[config.mk]
export PLATFORM = sky130hd
export DESIGN_NAME = fetch_redirect_unit
export DESIGN_NICKNAME = d
export VERILOG_FILES = /design/src/rtl/fetch_redirect_unit.sv
export SDC_FILE = /design/constraint.sdc
export NUM_CORES = 1
export LEC_CHECK = 0
export BUFFER_PORTS_ARGS = -buffer_cell sky130_fd_sc_hd__clkbuf_2
export CAP_MARGIN = 30
export CORE_MARGIN = 2
export CORE_UTILIZATION = 40
export CTS_BUF_LIST = sky130_fd_sc_hd__clkbuf_16
export DETAILED_ROUTE_END_ITERATION = 10
export GPL_ROUTABILITY_DRIVEN = 0
export PLACE_DENSITY = 0.73
export SLEW_MARGIN = 5
export SYNTH_ARGS = -nofsm -noshare
export SYNTH_HDL_FRONTEND = slang
export SYNTH_SLANG_ARGS = --single-unit
export TNS_END_PERCENT = 20
[constraint.sdc]
create_clock -name clk -period 2.1 [get_ports clk]
set_input_delay 0.21 -clock clk [delete_from_list [all_inputs] [get_ports clk]]
set_output_delay 0.21 -clock clk [all_outputs]
set_load 0.01 [all_outputs]
[src/rtl/fetch_redirect_unit.sv]
// ============================================================================
// Module      : fetch_redirect_unit
// Description : Fetch-stage PC register, next-PC selection and IF/ID pipeline
//               register with execute-stage redirect, flush and stall handling.
// Revision    : 1.0 - initial release
// ============================================================================
`default_nettype none

module fetch_redirect_unit #(
    parameter int               WIDTH    = 32,
    parameter logic [WIDTH-1:0] RESET_PC = WIDTH'(32'hBFC00000),
    parameter int               CNT_W    = 16
) (
    input  logic             clk,
    input  logic             rst,
    input  logic [1:0]       PCSrc_E,
    input  logic [WIDTH-1:0] PCTarget_E,
    input  logic [WIDTH-1:0] ALUResult_E,
    input  logic             Stall_F,
    input  logic             Stall_D,
    input  logic [WIDTH-1:0] Instr_F,
    output logic [WIDTH-1:0] PC_F,
    output logic [WIDTH-1:0] PCPlus4_F,
    output logic [WIDTH-1:0] Instr_D,
    output logic [WIDTH-1:0] PC_D,
    output logic [WIDTH-1:0] PCPlus4_D,
    output logic             Valid_D,
    output logic             Flush_D,
    output logic             Flush_E,
    output logic             MisalignFault,
    output logic [CNT_W-1:0] RedirectCount
);

    localparam logic [1:0]       c_src_pc4   = 2'b00;
    localparam logic [1:0]       c_src_jalr  = 2'b11;
    localparam logic [WIDTH-1:0] c_nop_instr = WIDTH'(32'h00000013);
    localparam logic [WIDTH-1:0] c_pc_step   = WIDTH'(4);
    localparam logic [CNT_W-1:0] c_cnt_max   = '1;

    // Registered state
    logic [WIDTH-1:0] r_pc_f;
    logic [WIDTH-1:0] r_instr_d;
    logic [WIDTH-1:0] r_pc_d;
    logic [WIDTH-1:0] r_pc_plus4_d;
    logic             r_valid_d;
    logic             r_misalign;
    logic [CNT_W-1:0] r_redirect_cnt;

    // Next-state values
    logic [WIDTH-1:0] w_pc_f_nxt;
    logic [WIDTH-1:0] w_instr_d_nxt;
    logic [WIDTH-1:0] w_pc_d_nxt;
    logic [WIDTH-1:0] w_pc_plus4_d_nxt;
    logic             w_valid_d_nxt;
    logic             w_misalign_nxt;
    logic [CNT_W-1:0] w_redirect_cnt_nxt;

    logic             w_redirect;
    logic [WIDTH-1:0] w_target;
    logic [WIDTH-1:0] w_pc_plus4_f;

    assign w_redirect   = (PCSrc_E != c_src_pc4);
    assign w_pc_plus4_f = r_pc_f + c_pc_step;

    // JALR clears bit 0 of the computed address; branch and JAL use the adder target.
    always_comb begin
        w_target = PCTarget_E;
        if (PCSrc_E == c_src_jalr) begin
            w_target = {ALUResult_E[WIDTH-1:1], 1'b0};
        end
    end

    // Redirect wins over a fetch stall so the squashed path never refetches.
    always_comb begin
        w_pc_f_nxt = w_pc_plus4_f;
        if (w_redirect) begin
            w_pc_f_nxt = {w_target[WIDTH-1:2], 2'b00};
        end else if (Stall_F) begin
            w_pc_f_nxt = r_pc_f;
        end
    end

    // A flush inserts a bubble even while decode is stalled.
    always_comb begin
        w_instr_d_nxt    = Instr_F;
        w_pc_d_nxt       = r_pc_f;
        w_pc_plus4_d_nxt = w_pc_plus4_f;
        w_valid_d_nxt    = 1'b1;
        if (w_redirect) begin
            w_instr_d_nxt    = c_nop_instr;
            w_pc_d_nxt       = '0;
            w_pc_plus4_d_nxt = '0;
            w_valid_d_nxt    = 1'b0;
        end else if (Stall_D) begin
            w_instr_d_nxt    = r_instr_d;
            w_pc_d_nxt       = r_pc_d;
            w_pc_plus4_d_nxt = r_pc_plus4_d;
            w_valid_d_nxt    = r_valid_d;
        end
    end

    always_comb begin
        w_misalign_nxt     = r_misalign;
        w_redirect_cnt_nxt = r_redirect_cnt;
        if (w_redirect) begin
            if (w_target[1]) begin
                w_misalign_nxt = 1'b1;
            end
            if (r_redirect_cnt != c_cnt_max) begin
                w_redirect_cnt_nxt = r_redirect_cnt + CNT_W'(1);
            end
        end
    end

    always_ff @(posedge clk) begin
        if (rst) begin
            r_pc_f         <= RESET_PC;
            r_instr_d      <= c_nop_instr;
            r_pc_d         <= '0;
            r_pc_plus4_d   <= '0;
            r_valid_d      <= 1'b0;
            r_misalign     <= 1'b0;
            r_redirect_cnt <= '0;
        end else begin
            r_pc_f         <= w_pc_f_nxt;
            r_instr_d      <= w_instr_d_nxt;
            r_pc_d         <= w_pc_d_nxt;
            r_pc_plus4_d   <= w_pc_plus4_d_nxt;
            r_valid_d      <= w_valid_d_nxt;
            r_misalign     <= w_misalign_nxt;
            r_redirect_cnt <= w_redirect_cnt_nxt;
        end
    end

    assign PC_F          = r_pc_f;
    assign PCPlus4_F     = w_pc_plus4_f;
    assign Instr_D       = r_instr_d;
    assign PC_D          = r_pc_d;
    assign PCPlus4_D     = r_pc_plus4_d;
    assign Valid_D       = r_valid_d;
    assign Flush_D       = w_redirect;
    assign Flush_E       = w_redirect;
    assign MisalignFault = r_misalign;
    assign RedirectCount = r_redirect_cnt;

endmodule

`default_nettype wire
==> run summary, run 1 <==
The worst setup path is launched from a flop. The run gives 18100 sq um as the die outline area. The number of DRC violations after detailed-routing iteration 0 came out at 317. The biggest area contributor in the post-synthesis netlist is sky130_fd_sc_hd__dfxtp_1.

The cell area that synthesis handed to floorplanning was 6815 sq um. The minimum setup slack in the final design was -0.2168 ns; the standby leakage power was 4.515 nW. Of the cells placed in the final design, the portion with a size suffix greater than 1 is 40.31%. After layout, the minimum clock period comes to 2.317 ns. Buffers inserted during clock tree synthesis total 17.

In this run the most used layer during global routing was met2. The distinct cell type count of the synthesized netlist is 53. Post-route cell area: 9628 sq um. The first-pass iteration count of the detailed router was 5. Summing the sequential cell areas from Yosys gives 41.12% of the chip area. The number of enable flip-flop cells after synthesis was 0. Kind of end point of the critical path: an output pin. For the worst setup path, the data arrival time is 2.11 ns.

Synthesis produced a netlist whose cell count is 778. The highest-delay cell along the critical path was sky130_fd_sc_hd__or4_4. The y dimension of the die was 134.5 microns. Most numerous cell in the Yosys netlist: sky130_fd_sc_hd__dfxtp_1. Setup violations remaining at the end of the flow were counted as 18.

Main flop type after synthesis: sky130_fd_sc_hd__dfxtp_1. TritonCTS built the clock tree. In the final design database the tool counted 1190 nets. Root cell of the clock tree: sky130_fd_sc_hd__clkbuf_16. The tools report the placeable core area as 16640 sq um.

Hold timing on the final database bottoms out at a slack of 0.01735 ns. Along the worst path, the maximum fanout reaches 4. After synthesis, the mean cell area works out to 8.760 sq um. For the pin with the worst max-slew slack, the measured transition is 0.7150 ns.

VDD sags by at most 0.4937 mV. The run finished, with violations left. The worst path required time is 1.89 ns.

Clock-pin slew was measured on the worst setup and hold paths at 0.06 ns. Setup repair after global routing could not meet its margin everywhere. For the maximum buffer depth of the clock tree, the log shows 2.

The row count is 47. The worst slack at placement is 0.03400 ns, and the total global-route track usage is 23.86%. The floorplan step set the die width to 134.5 microns.

The global-route track usage on met1 was 30.30%. Counting flops and latches in the post-synthesis netlist gives 140. The share of synthesized flip-flops with an asynchronous set or reset came out at 0%. The checks that failed: setup timing. The signal on the critical path passes through nand4_4, or4_4, buf_12, nor3_4, xor2_2, buf_2. The number of antenna diodes in the final layout is 0. The final critical path takes up 110.3% of the cycle. The commonest cells after synthesis are sky130_fd_sc_hd__dfxtp_1 (140), sky130_fd_sc_hd__nor2_1 (120), sky130_fd_sc_hd__mux2i_1 (89).

The count of final hold-check violations came out at 0. The initial utilization of the core area, before any placement, comes to 40.95%. The met3 routing resource usage after global routing was 6.644%.

In this run the worst hold path is classified as in2reg. In the routed design, unresolved DRC markers number 0. The remaining max-slew budget at the tightest pin came out at 52.23%. The post-detailed-route count of antenna-violating nets is 0, and the worst clock skew is 0.01207 ns.

The share of Yosys cell area claimed by the top area cell type was 41.12%. 282 I/O pins were placed. The tools report the number of global-route vias before repair as 6345. The number of clock sinks was 140. The count of buffers added on input and output ports is 271. The routed design has 22160 microns of wire.

For the maximum clock frequency, the log shows 0.4316 GHz. Compared with the post-synthesis result, the final layout area differs by 41.27%. The wire-length estimate of the detail-placed layout is 16700 microns. Across the run, the number of max-cap violations was 0.

The initial antenna violation count is 0. The logs give 0.17 ns for the register-to-register path setup slack and 8671 sq um for the cell area reported after detailed placement. By area the synthesized netlist is led by sky130_fd_sc_hd__dfxtp_1 (41%), sky130_fd_sc_hd__mux2i_1 (13%), sky130_fd_sc_hd__nor2_1 (6.6%), sky130_fd_sc_hd__o21ai_0 (3.9%), sky130_fd_sc_hd__xor2_1 (3.1%). The worst setup path is of the reg2out kind.

Detailed routing inserted a total of 6836 vias. Yosys printed 0 warnings. The per-cell via count in the routed design came out at 5.183. For the H-tree depth, the log shows 4. The global-route wire length before repair is 33700 microns, and the later-pin clock latency in the skew report is 0.42 ns. The run gives 0 as the total congestion overflow after global routing. Final max-slew violation count: 0. On the worst path, the slowest cell contributes a delay of 0.60 ns. Global routing used 39.40% of the available met2 tracks. In the final routed layout, each cell accounts on average for 16.80 microns. Entering global routing, the biggest net connects 90 pins. For this design the ratio of total power to cell area is 718.6 nW/um^2.
==> layout by cell type (no fill, tap or decap), types with 20 or more instances in the layout <==
cell type	netlist	layout
sky130_fd_sc_hd__dfxtp_1	140	128
sky130_fd_sc_hd__clkbuf_2	1	259
sky130_fd_sc_hd__nand2_1	52	51
sky130_fd_sc_hd__a221oi_1	20	20
sky130_fd_sc_hd__xor2_1	24	21
sky130_fd_sc_hd__nor2_1	120	118
sky130_fd_sc_hd__buf_4	9	69
sky130_fd_sc_hd__o21ai_0	53	53
sky130_fd_sc_hd__mux2i_1	89	89
sky130_fd_sc_hd__a21oi_1	41	41
==> area by class of cell <==
type                            count  area (sq um)
Multi-Input combinational cell    569          3891
Inverter                           11         41.29
Sequential cell                   140          2825
Fill cell                        1520          7014
Clock buffer                       17         425.4
Clock inverter                     15         158.9
Timing Repair Buffer              347          2011
Tap cell                          220         275.3
==> critical path: cells and delay by family, from the launching register on <==
kind | cells | cell delay [ns]
and+or+nand+nor | 3 | 0.85
DFF | 1 | 0.35
buffers and inverters | 2 | 0.32
xor gates and xnor gates | 1 | 0.17
==> state kept, by name (all words and copies together) (netlist names) <==
| name | flops |
|---|---|
| MisalignFault | 1 |
| Valid_D | 1 |
| PC_D | 30 |
| PC_F | 30 |
| PCPlus4_D | 30 |
| Instr_D | 32 |
| RedirectCount | 16 |
==> metal layers <==
| metal | share of wire (%) | vias to the layer above |
|---|---|---|
| met1 | 44 | 3209 |
| met3 | 7.7 | 26 |
| li1 | - | 3339 |
| met2 | 47 | 262 |
| met5 | 0 | - |
| met4 | 1.5 | 0 |
==> logic make-up (layout without fill, tap and decap cells) <==
family	count (synthesis)	after routing	synth area share, %
compound gates	145	145	13.33
xor+xnor	43	43	5.526
fa+ha+maj	2	2	0.3671
buf+inv	76	390	4.920
flops	140	140	41.12
mux	99	99	14.72
other cells	1	8	0.05502
simple gates	272	272	19.96
==> metrics by stage <==
stage                     std cells  setup TNS [ns]  power [mW]  util, %
after floorplan                 785               0       3.458        -
after global placement         1270               0       3.923    52.10
after detailed placement       1270               0       3.938    52.10
after CTS                      1316          -3.294       6.969    57.15
after global routing           1319          -3.817       7.192    57.85
final                          1319          -2.046       6.918    57.85
==> what timing repair did <==
action / 4_1_cts / 5_1_grt
gates resized for setup: 32 / 31
pin swaps: 19 / 16
setup buffers: 12 / 3
endpoints found under the setup margin: 22 / 24
hold buffers: 2 / 0
hold endpoints to repair: 2 / 0
==> report_power, final <==
group          internal (mW)  switching, mW  leakage (nW)
Clock                   1.84           1.15         0.292
Sequential              2.75         0.0848          1.14
Combinational          0.487          0.607          3.08
Total                   5.08           1.84          4.52
==> path summary, 6_finish.rpt <==
path                                            startpoint                    endpoint  cells past startpoint
worst max register to register       PC_F[16]$_SDFFE_PP0P_       PC_F[21]$_SDFFE_PP0P_                      6
worst max-delay path                 PC_F[12]$_SDFFE_PP0P_               PCPlus4_F[23]                      6
worst min-delay path                            Instr_F[4]     Instr_D[4]$_SDFFE_PP1N_                      3
worst min register to register  PCPlus4_D[17]$_SDFFE_PP0N_  PCPlus4_D[17]$_SDFFE_PP0N_                      2
No activity file was read; power rests on OpenSTA's default activity.
==> run 2, diff against run 1 <==
--- a/config.mk
+++ b/config.mk
@@ -7,7 +7,7 @@
 export LEC_CHECK = 0
 export BUFFER_PORTS_ARGS = -buffer_cell sky130_fd_sc_hd__clkbuf_2
 export CAP_MARGIN = 30
-export CORE_MARGIN = 2
+export CORE_MARGIN = 3
 export CORE_UTILIZATION = 40
 export CTS_BUF_LIST = sky130_fd_sc_hd__clkbuf_16
 export DETAILED_ROUTE_END_ITERATION = 10
==> run 2 against run 1 <==
Compared with the run above: clock skew about the same; maximum frequency rose by 0.76%; largest cell class unchanged; sequential cell count stayed put; design area shrank 0.42%; global-route usage shrank 0.38 points; the run still ends with setup timing left; power fell by 1.6%; critical path depth shrank 1; via count down 1.1%; utilization fell by 0.24 points; cell count down 0.45%.
==> run summary, run 2 (synthesis results as in run 1) <==
The flow ran to the end, but the final reports show violations. Failing checks: setup timing (unchanged). The maximum number of pins on one net before global-route repair is 90 (unchanged), and the row count is 47 (unchanged). The number of top-level pins was 282 (unchanged). For the peak ir drop on the vdd network, the log shows 0.5188 mV (was 0.4937 mV). For the effective utilization at floorplan, the log shows 40.95% (unchanged). Commonest cells after routing, fill and taps aside: sky130_fd_sc_hd__clkbuf_2 (256), sky130_fd_sc_hd__dfxtp_1 (125), sky130_fd_sc_hd__nor2_1 (119), sky130_fd_sc_hd__mux2i_1 (89), sky130_fd_sc_hd__buf_4 (63) (was sky130_fd_sc_hd__clkbuf_2 (259), sky130_fd_sc_hd__dfxtp_1 (128), sky130_fd_sc_hd__nor2_1 (118), sky130_fd_sc_hd__mux2i_1 (89), sky130_fd_sc_hd__buf_4 (69)). The total global-route track usage was 23.48% (was 23.86%); the worst-margin pin slew was 0.6928 ns (was 0.7150 ns).

The tools report the global-route wire length before repair as 33960 microns (was 33700 microns). The final critical path time including I/O delays and setup was 2.299 ns (was 2.317 ns). The run gives 0 (unchanged) as the initial antenna violation count. The total power was 6.808 mW (was 6.918 mW). The fraction of power consumed by combinational cells is 16.3% (was 15.8%), and the register-to-register path setup slack is 0.13 ns (was 0.17 ns). The first-pass iteration count of the detailed router is 5 (unchanged). Cell breakdown of the critical path: nand3_4, or4_4, o21a_1, or2_4, buf_8 (was nand4_4, or4_4, buf_12, nor3_4, xor2_2, buf_2). The class of the worst hold path was in2reg (unchanged). The die outline area is 18640 sq um (was 18100 sq um).

Setup repair after global routing could not meet its margin everywhere. The switching share of power was 27.06% (was 26.57%); the number of buffers added by the clock tree synthesis step was 17 (unchanged). The run gives 19 (was 18) as the final-report setup violation count. The logs give 16640 sq um (unchanged) for the placeable core area and 0 (unchanged) for the post-detailed-route count of antenna-violating nets. For the remaining max-slew budget at the tightest pin, the log shows 53.72% (was 52.23%). The per-cell via count in the routed design works out to 5.150 (was 5.183).

TritonCTS built the clock tree. The number of design rule violations left after detail routing was 0 (unchanged); the minimum setup slack in the final design was -0.1993 ns (was -0.2168 ns). The root cell of the clock tree was sky130_fd_sc_hd__clkbuf_16 (unchanged). Maximum buffer depth of the clock tree: 2 (unchanged). The final cycle utilization of the critical path came out at 109.5% (was 110.3%). The aggregate negative setup slack was -1.802 ns (was -2.046 ns); the largest incremental delay on the critical path was 0.63 ns (was 0.60 ns).

The net count of the finished layout is 1184 (was 1190). The maximum fanout count along the critical path is 7 (was 4), and the number of DRC violations after detailed-routing iteration 0 is 249 (was 317). The total power density per cell area was 710.0 nW/um^2 (was 718.6 nW/um^2); the number of global-route vias before repair was 6294 (was 6345).

Maximum clock frequency: 0.4349 GHz (was 0.4316 GHz). The average wire per cell in the routed design is 17.22 microns (was 16.80 microns), and the met3 routing resource usage after global routing is 6.912% (was 6.644%). The internal power is 4.966 mW (was 5.080 mW). The filler cell count was 1522 (was 1520). The die boundary width came out at 136.5 microns (was 134.5 microns).

For the HPWL reported at the end of detailed placement, the log shows 16610 microns (was 16700 microns). The H-tree depth came out at 4 (unchanged). Relative contribution of sequential cells to total power: 41.6% (was 41.0%). The standby leakage power was 4.457 nW (was 4.515 nW).

The path type of the worst setup path is reg2out (unchanged). The CTS clock-pin slew for the worst setup and hold paths was 0.06 ns (about the same); the detailed-route via count was 6762 (was 6836). The worst path required time was 1.89 ns (about the same). The nature of the critical path startpoint was a flop (unchanged). The total congestion overflow after global routing came out at 0 (unchanged). The number of flip-flops under the largest register name was 32 (unchanged). The run gives 0.01188 ns (was 0.01207 ns) as the worst clock skew. The total wire length was 22620 microns (was 22160 microns); the reported net switching power was 1.842 mW (was 1.838 mW).

The tools report the met2 usage as 38.86% (was 39.40%). The global-route track usage on met1 is 30.03% (was 30.30%), and the y dimension of the die is 136.5 microns (was 134.5 microns). The commonest non-fill, non-tap cell in the layout was sky130_fd_sc_hd__clkbuf_2 (unchanged).

The logs give 42.1% (was 43.2%) for the part of the power in the clock network and 0 (unchanged) for the count of final hold-check violations. The growth of design area from synthesis to finish was 40.68% (was 41.27%); the area used by multi-input combinational logic was 3895 sq um (was 3891 sq um). The layout cell share with drive strength beyond 1 was 40.44% (was 40.31%); the antenna diode count was 0 (unchanged).

The data arrival time at the worst-slack endpoint came out at 2.09 ns (was 2.11 ns). The number of port buffers came out at 271 (unchanged). The area used by sequential logic in the layout was 2834 sq um (was 2825 sq um); the max capacitance violation total was 0 (unchanged).

The final max-slew violation count came out at 0 (unchanged). Highest-delay cell along the critical path: sky130_fd_sc_hd__or4_4 (unchanged). The later-pin clock latency in the skew report is 0.42 ns (about the same), and the number of clock sinks is 140 (unchanged). The global-route layer with the greatest usage is met2 (unchanged). The kind of end point of the critical path is an output pin (unchanged).
==> run 2: layer usage <==
metal,wire [microns],up-vias
met5,0,-
met3,1879,17
met2,10710,253
met4,260,0
met1,9763,3163
li1,-,3329
==> run 2: power groups by stage <==
stage	Sequential [mW]	Combinational, mW	Clock [mW]
6_report	2.83	1.11	2.87
5_1_grt	2.84	1.21	3.07
4_1_cts	2.83	1.09	2.94
3_5_place_dp	2.88	1.06	0
3_3_place_gp	2.88	1.05	0
2_1_floorplan	2.94	0.522	0
==> run 2: critical path: cells and delay by family, from the launching register on <==
family / cells / cell delay (ns)
AOI/OAI and AO/OA: 1 / 0.23
and+or+nand+nor: 3 / 0.94
DFF: 1 / 0.38
buffers and inverters: 1 / 0.12
==> run 2: through the flow <==
stage	hold WS, ns	instance area (sq um)	setup WS [ns]	instances	utilization [%]
after global routing	0.01664	9588	-0.2588	1313	57.61
after global placement	0.4265	8646	0.01118	1265	51.95
after CTS	0.003748	9395	-0.2067	1305	56.45
after detailed placement	0.4280	8646	-0.08800	1265	51.95
final	0.02200	9588	-0.1993	1313	57.61
after floorplan	0.3351	6847	0.02986	785	-
==> run 2: layout make-up <==
cell class | count | area share, %
clock buffer | 17 | 4.437
clock inverter | 15 | 1.383
inverter | 11 | 0.4306
multi-input combinational | 569 | 40.62
sequential | 140 | 29.56
tap | 220 | 2.871
timing repair buffer | 341 | 20.70
==> run 2: worst paths after layout <==
kind                            depth (start not counted)                    endpoint                       start
worst max-delay path                                    5               PCPlus4_F[15]        PC_F[6]$_SDFFE_PP0P_
worst min-delay path                                    3     Instr_D[4]$_SDFFE_PP1N_                  Instr_F[4]
worst max register to register                          6       PC_F[30]$_SDFFE_PP0P_       PC_F[13]$_SDFFE_PP0P_
worst min register to register                          2  PCPlus4_D[17]$_SDFFE_PP0N_  PCPlus4_D[17]$_SDFFE_PP0N_
==> run 2: repair_timing <==
item / 4_1_cts / 5_1_grt
gates resized for setup: 34 / 41
buffers inserted: 6 / 8
setup endpoints to repair: 24 / 24
endpoints found under the hold margin: 2 / 0
pin swaps: 16 / 21
hold buffers: 2 / 0
==> run 3, diff against run 2 <==
==> constraint.sdc (replaced) <==
create_clock -name clk -period 2.1 [get_ports clk]
set_input_delay 0.315 -clock clk [delete_from_list [all_inputs] [get_ports clk]]
set_output_delay 0.315 -clock clk [all_outputs]
set_load 0.01 [all_outputs]
==> run 3 against run 2 <==
Compared with the run above: the run still ends with setup timing left; sequential cell count stayed put; clock power decreased by 1%; worst setup slack worse by 0.19 ns; sequential share of layout area shrank 0.41 points; highest routed layer unchanged; routed wire length is 0.57% lower; clock skew is 0.0044 ns lower; maximum frequency decreased by 7.7%; utilization is 0.55 points higher; largest power group is now registers.
==> run summary, run 3 (synthesis results as in run 1) <==
The flow ran to the end, but the final reports show violations. Failing checks: setup timing (unchanged). The tools report the final-report setup violation count as 21 (was 19). The final max-slew violation count was 0 (unchanged). For the number of global-route vias before repair, the log shows 6367 (was 6294).

The number of design rule violations left after detail routing was 0 (unchanged); the die boundary width was 136.5 microns (unchanged). The tools report the capture instance of the worst register-to-register path as PC_F[24]$_SDFFE_PP1P_ (was PC_F[30]$_SDFFE_PP0P_). Placeable core area: 16640 sq um (unchanged).

The number of flip-flops under the largest register name came out at 32 (unchanged). Number of buffers added by the clock tree synthesis step: 17 (unchanged). TritonCTS built the clock tree. The nature of the critical path startpoint was a flop (unchanged). The CTS clock-pin slew for the worst setup and hold paths is 0.06 ns (about the same), and the worst slack at placement is 0.01001 ns (was -0.08800 ns). HPWL reported at the end of detailed placement: 16940 microns (was 16610 microns). Aggregate negative setup slack: -4.483 ns (was -1.802 ns).

The final cycle utilization of the critical path was 118.6% (was 109.5%); the global-route track usage on met1 was 30.11% (was 30.03%). The H-tree depth was 4 (unchanged). Net count of the finished layout: 1198 (was 1184). End point of the critical path: PCPlus4_F[23] (was PCPlus4_F[15]). For the maximum number of pins on one net before global-route repair, the log shows 57 (was 90). The register-to-register path setup slack is 0.15 ns (was 0.13 ns). For the number of clock sinks, the log shows 140 (unchanged).

Kind of end point of the critical path: an output pin (unchanged). The hold buffer count at CTS was 0 (was 2). The worst reg2reg path depth was 8 (was 6); the post-detailed-route count of antenna-violating nets was 0 (unchanged). The run gives 5 (unchanged) as the first-pass iteration count of the detailed router. For the worst clock skew, the log shows 0.007477 ns (was 0.01188 ns). Maximum clock frequency: 0.4015 GHz (was 0.4349 GHz).

The growth of design area from synthesis to finish is 42.02% (was 40.68%). The total wire length is 22490 microns (was 22620 microns), and the initial antenna violation count is 0 (unchanged). Maximum fanout count along the critical path: 3 (was 7). The tools report the root cell of the clock tree as sky130_fd_sc_hd__clkbuf_16 (unchanged). The total global-route track usage was 23.35% (was 23.48%); the die outline area was 18640 sq um (unchanged). The class of the worst hold path is in2reg (unchanged). For the standby leakage power, the log shows 4.524 nW (was 4.457 nW).

Count of final hold-check violations: 0 (unchanged). The total congestion overflow after global routing is 0 (unchanged). The average wire per cell in the routed design is 16.95 microns (was 17.22 microns). The effective utilization at floorplan came out at 40.95% (unchanged). The number of top-level pins is 282 (unchanged), and the detailed-route via count is 6786 (was 6762).

The path type of the worst setup path was reg2out (unchanged). The y dimension of the die was 136.5 microns (unchanged); the final critical path time including I/O delays and setup was 2.490 ns (was 2.299 ns). The worst flop-to-flop path startpoint is PC_F[9]$_SDFFE_PP0P_ (was PC_F[13]$_SDFFE_PP0P_). The worst-margin pin slew is 0.6866 ns (was 0.6928 ns).

The global-route layer with the greatest usage was met2 (unchanged). The global-route wire length before repair is 33980 microns (was 33960 microns). The later-pin clock latency in the skew report was 0.42 ns (about the same); the per-cell via count in the routed design was 5.114 (was 5.150).

The tools report the number of DRC violations after detailed-routing iteration 0 as 341 (was 249). The maximum buffer depth of the clock tree came out at 2 (unchanged). Commonest cells after routing, fill and taps aside: sky130_fd_sc_hd__clkbuf_2 (258), sky130_fd_sc_hd__dfxtp_1 (131), sky130_fd_sc_hd__nor2_1 (116), sky130_fd_sc_hd__mux2i_1 (89), sky130_fd_sc_hd__buf_4 (75) (was sky130_fd_sc_hd__clkbuf_2 (256), sky130_fd_sc_hd__dfxtp_1 (125), sky130_fd_sc_hd__nor2_1 (119), sky130_fd_sc_hd__mux2i_1 (89), sky130_fd_sc_hd__buf_4 (63)).

The data arrival time at the worst-slack endpoint came out at 2.18 ns (was 2.09 ns). The startpoint of the worst setup timing path was PC_F[9]$_SDFFE_PP0P_ (was PC_F[6]$_SDFFE_PP0P_). The total power density per cell area works out to 701.3 nW/um^2 (was 710.0 nW/um^2). Commonest non-fill, non-tap cell in the layout: sky130_fd_sc_hd__clkbuf_2 (unchanged).

The antenna diode count was 0 (unchanged); the layout cell share with drive strength beyond 1 was 41.19% (was 40.44%). The worst path required time was 1.78 ns (was 1.89 ns); the max capacitance violation total was 0 (unchanged). The minimum setup slack in the final design was -0.3904 ns (was -0.1993 ns); the remaining max-slew budget at the tightest pin was 54.13% (was 53.72%). Setup repair after global routing could not meet its margin everywhere. The number of port buffers is 271 (unchanged), and the row count is 47 (unchanged). The tightest hold margin was 0.1079 ns (was 0.02200 ns); the peak ir drop on the vdd network was 0.5523 mV (was 0.5188 mV). The logs give 6.581% (was 6.912%) for the met3 routing resource usage after global routing and 38.06% (was 38.86%) for the met2 usage.
run 3: stage by stage:
stage	power, mW	std cells	cell area, sq um	util (%)
2_1_floorplan	3.460	785	6854	-
3_3_place_gp	3.938	1280	8737	52.50
3_5_place_dp	3.953	1280	8737	52.50
4_1_cts	6.828	1322	9530	57.27
5_1_grt	7.069	1327	9679	58.16
6_report	6.788	1327	9679	58.16
run 3: worst max-delay path, cell delays in order (launching register included):
cell	delay, ns
sky130_fd_sc_hd__dfxtp_2	0.36
sky130_fd_sc_hd__nand4_4	0.13
sky130_fd_sc_hd__or4_4	0.60
sky130_fd_sc_hd__buf_12	0.17
sky130_fd_sc_hd__nor3_4	0.12
sky130_fd_sc_hd__xor2_1	0.21
sky130_fd_sc_hd__buf_2	0.17
run 3: final cells by class:
cell class | count | area (sq um)
tap | 220 | 275.3
clock inverter | 15 | 131.4
sequential | 140 | 2821
clock buffer | 17 | 425.4
inverter | 11 | 41.29
timing repair buffer | 355 | 2090
fill | 1479 | 6963
multi-input combinational | 569 | 3895
run 3: where the power goes:
part | internal, mW | switching [mW]
Combinational | 0.509 | 0.621
Sequential | 2.75 | 0.0797
Clock | 1.55 | 1.28
run 3: layer usage:
layer / share of wire [%] / up-vias
met1: 43 / 3129
met5: 0 / -
met2: 47 / 277
li1: - / 3354
met4: 1.8 / 0
met3: 9.2 / 26
run 3: worst min-delay path by stage:
stage	start	to	slack [ns]	cells after the start
floorplan	Instr_F[0]	Instr_D[0]$_SDFFE_PP1N_	0.44	2
global placement	PCPlus4_D[4]$_SDFFE_PP0N_	PCPlus4_D[4]$_SDFFE_PP0N_	0.45	2
detailed placement	PCPlus4_D[5]$_SDFFE_PP0N_	PCPlus4_D[5]$_SDFFE_PP0N_	0.45	2
CTS	Instr_F[1]	Instr_D[1]$_SDFFE_PP1N_	0.1	3
global route	Instr_F[0]	Instr_D[0]$_SDFFE_PP1N_	0.11	3
finish	Instr_F[1]	Instr_D[1]$_SDFFE_PP1N_	0.11	3
run 3: timing repair:
item                                    in CTS  in global routing
pin swaps                                   16                 14
endpoints found under the setup margin      26                 26
resized for setup                           37                 32
setup buffers                               10                  5
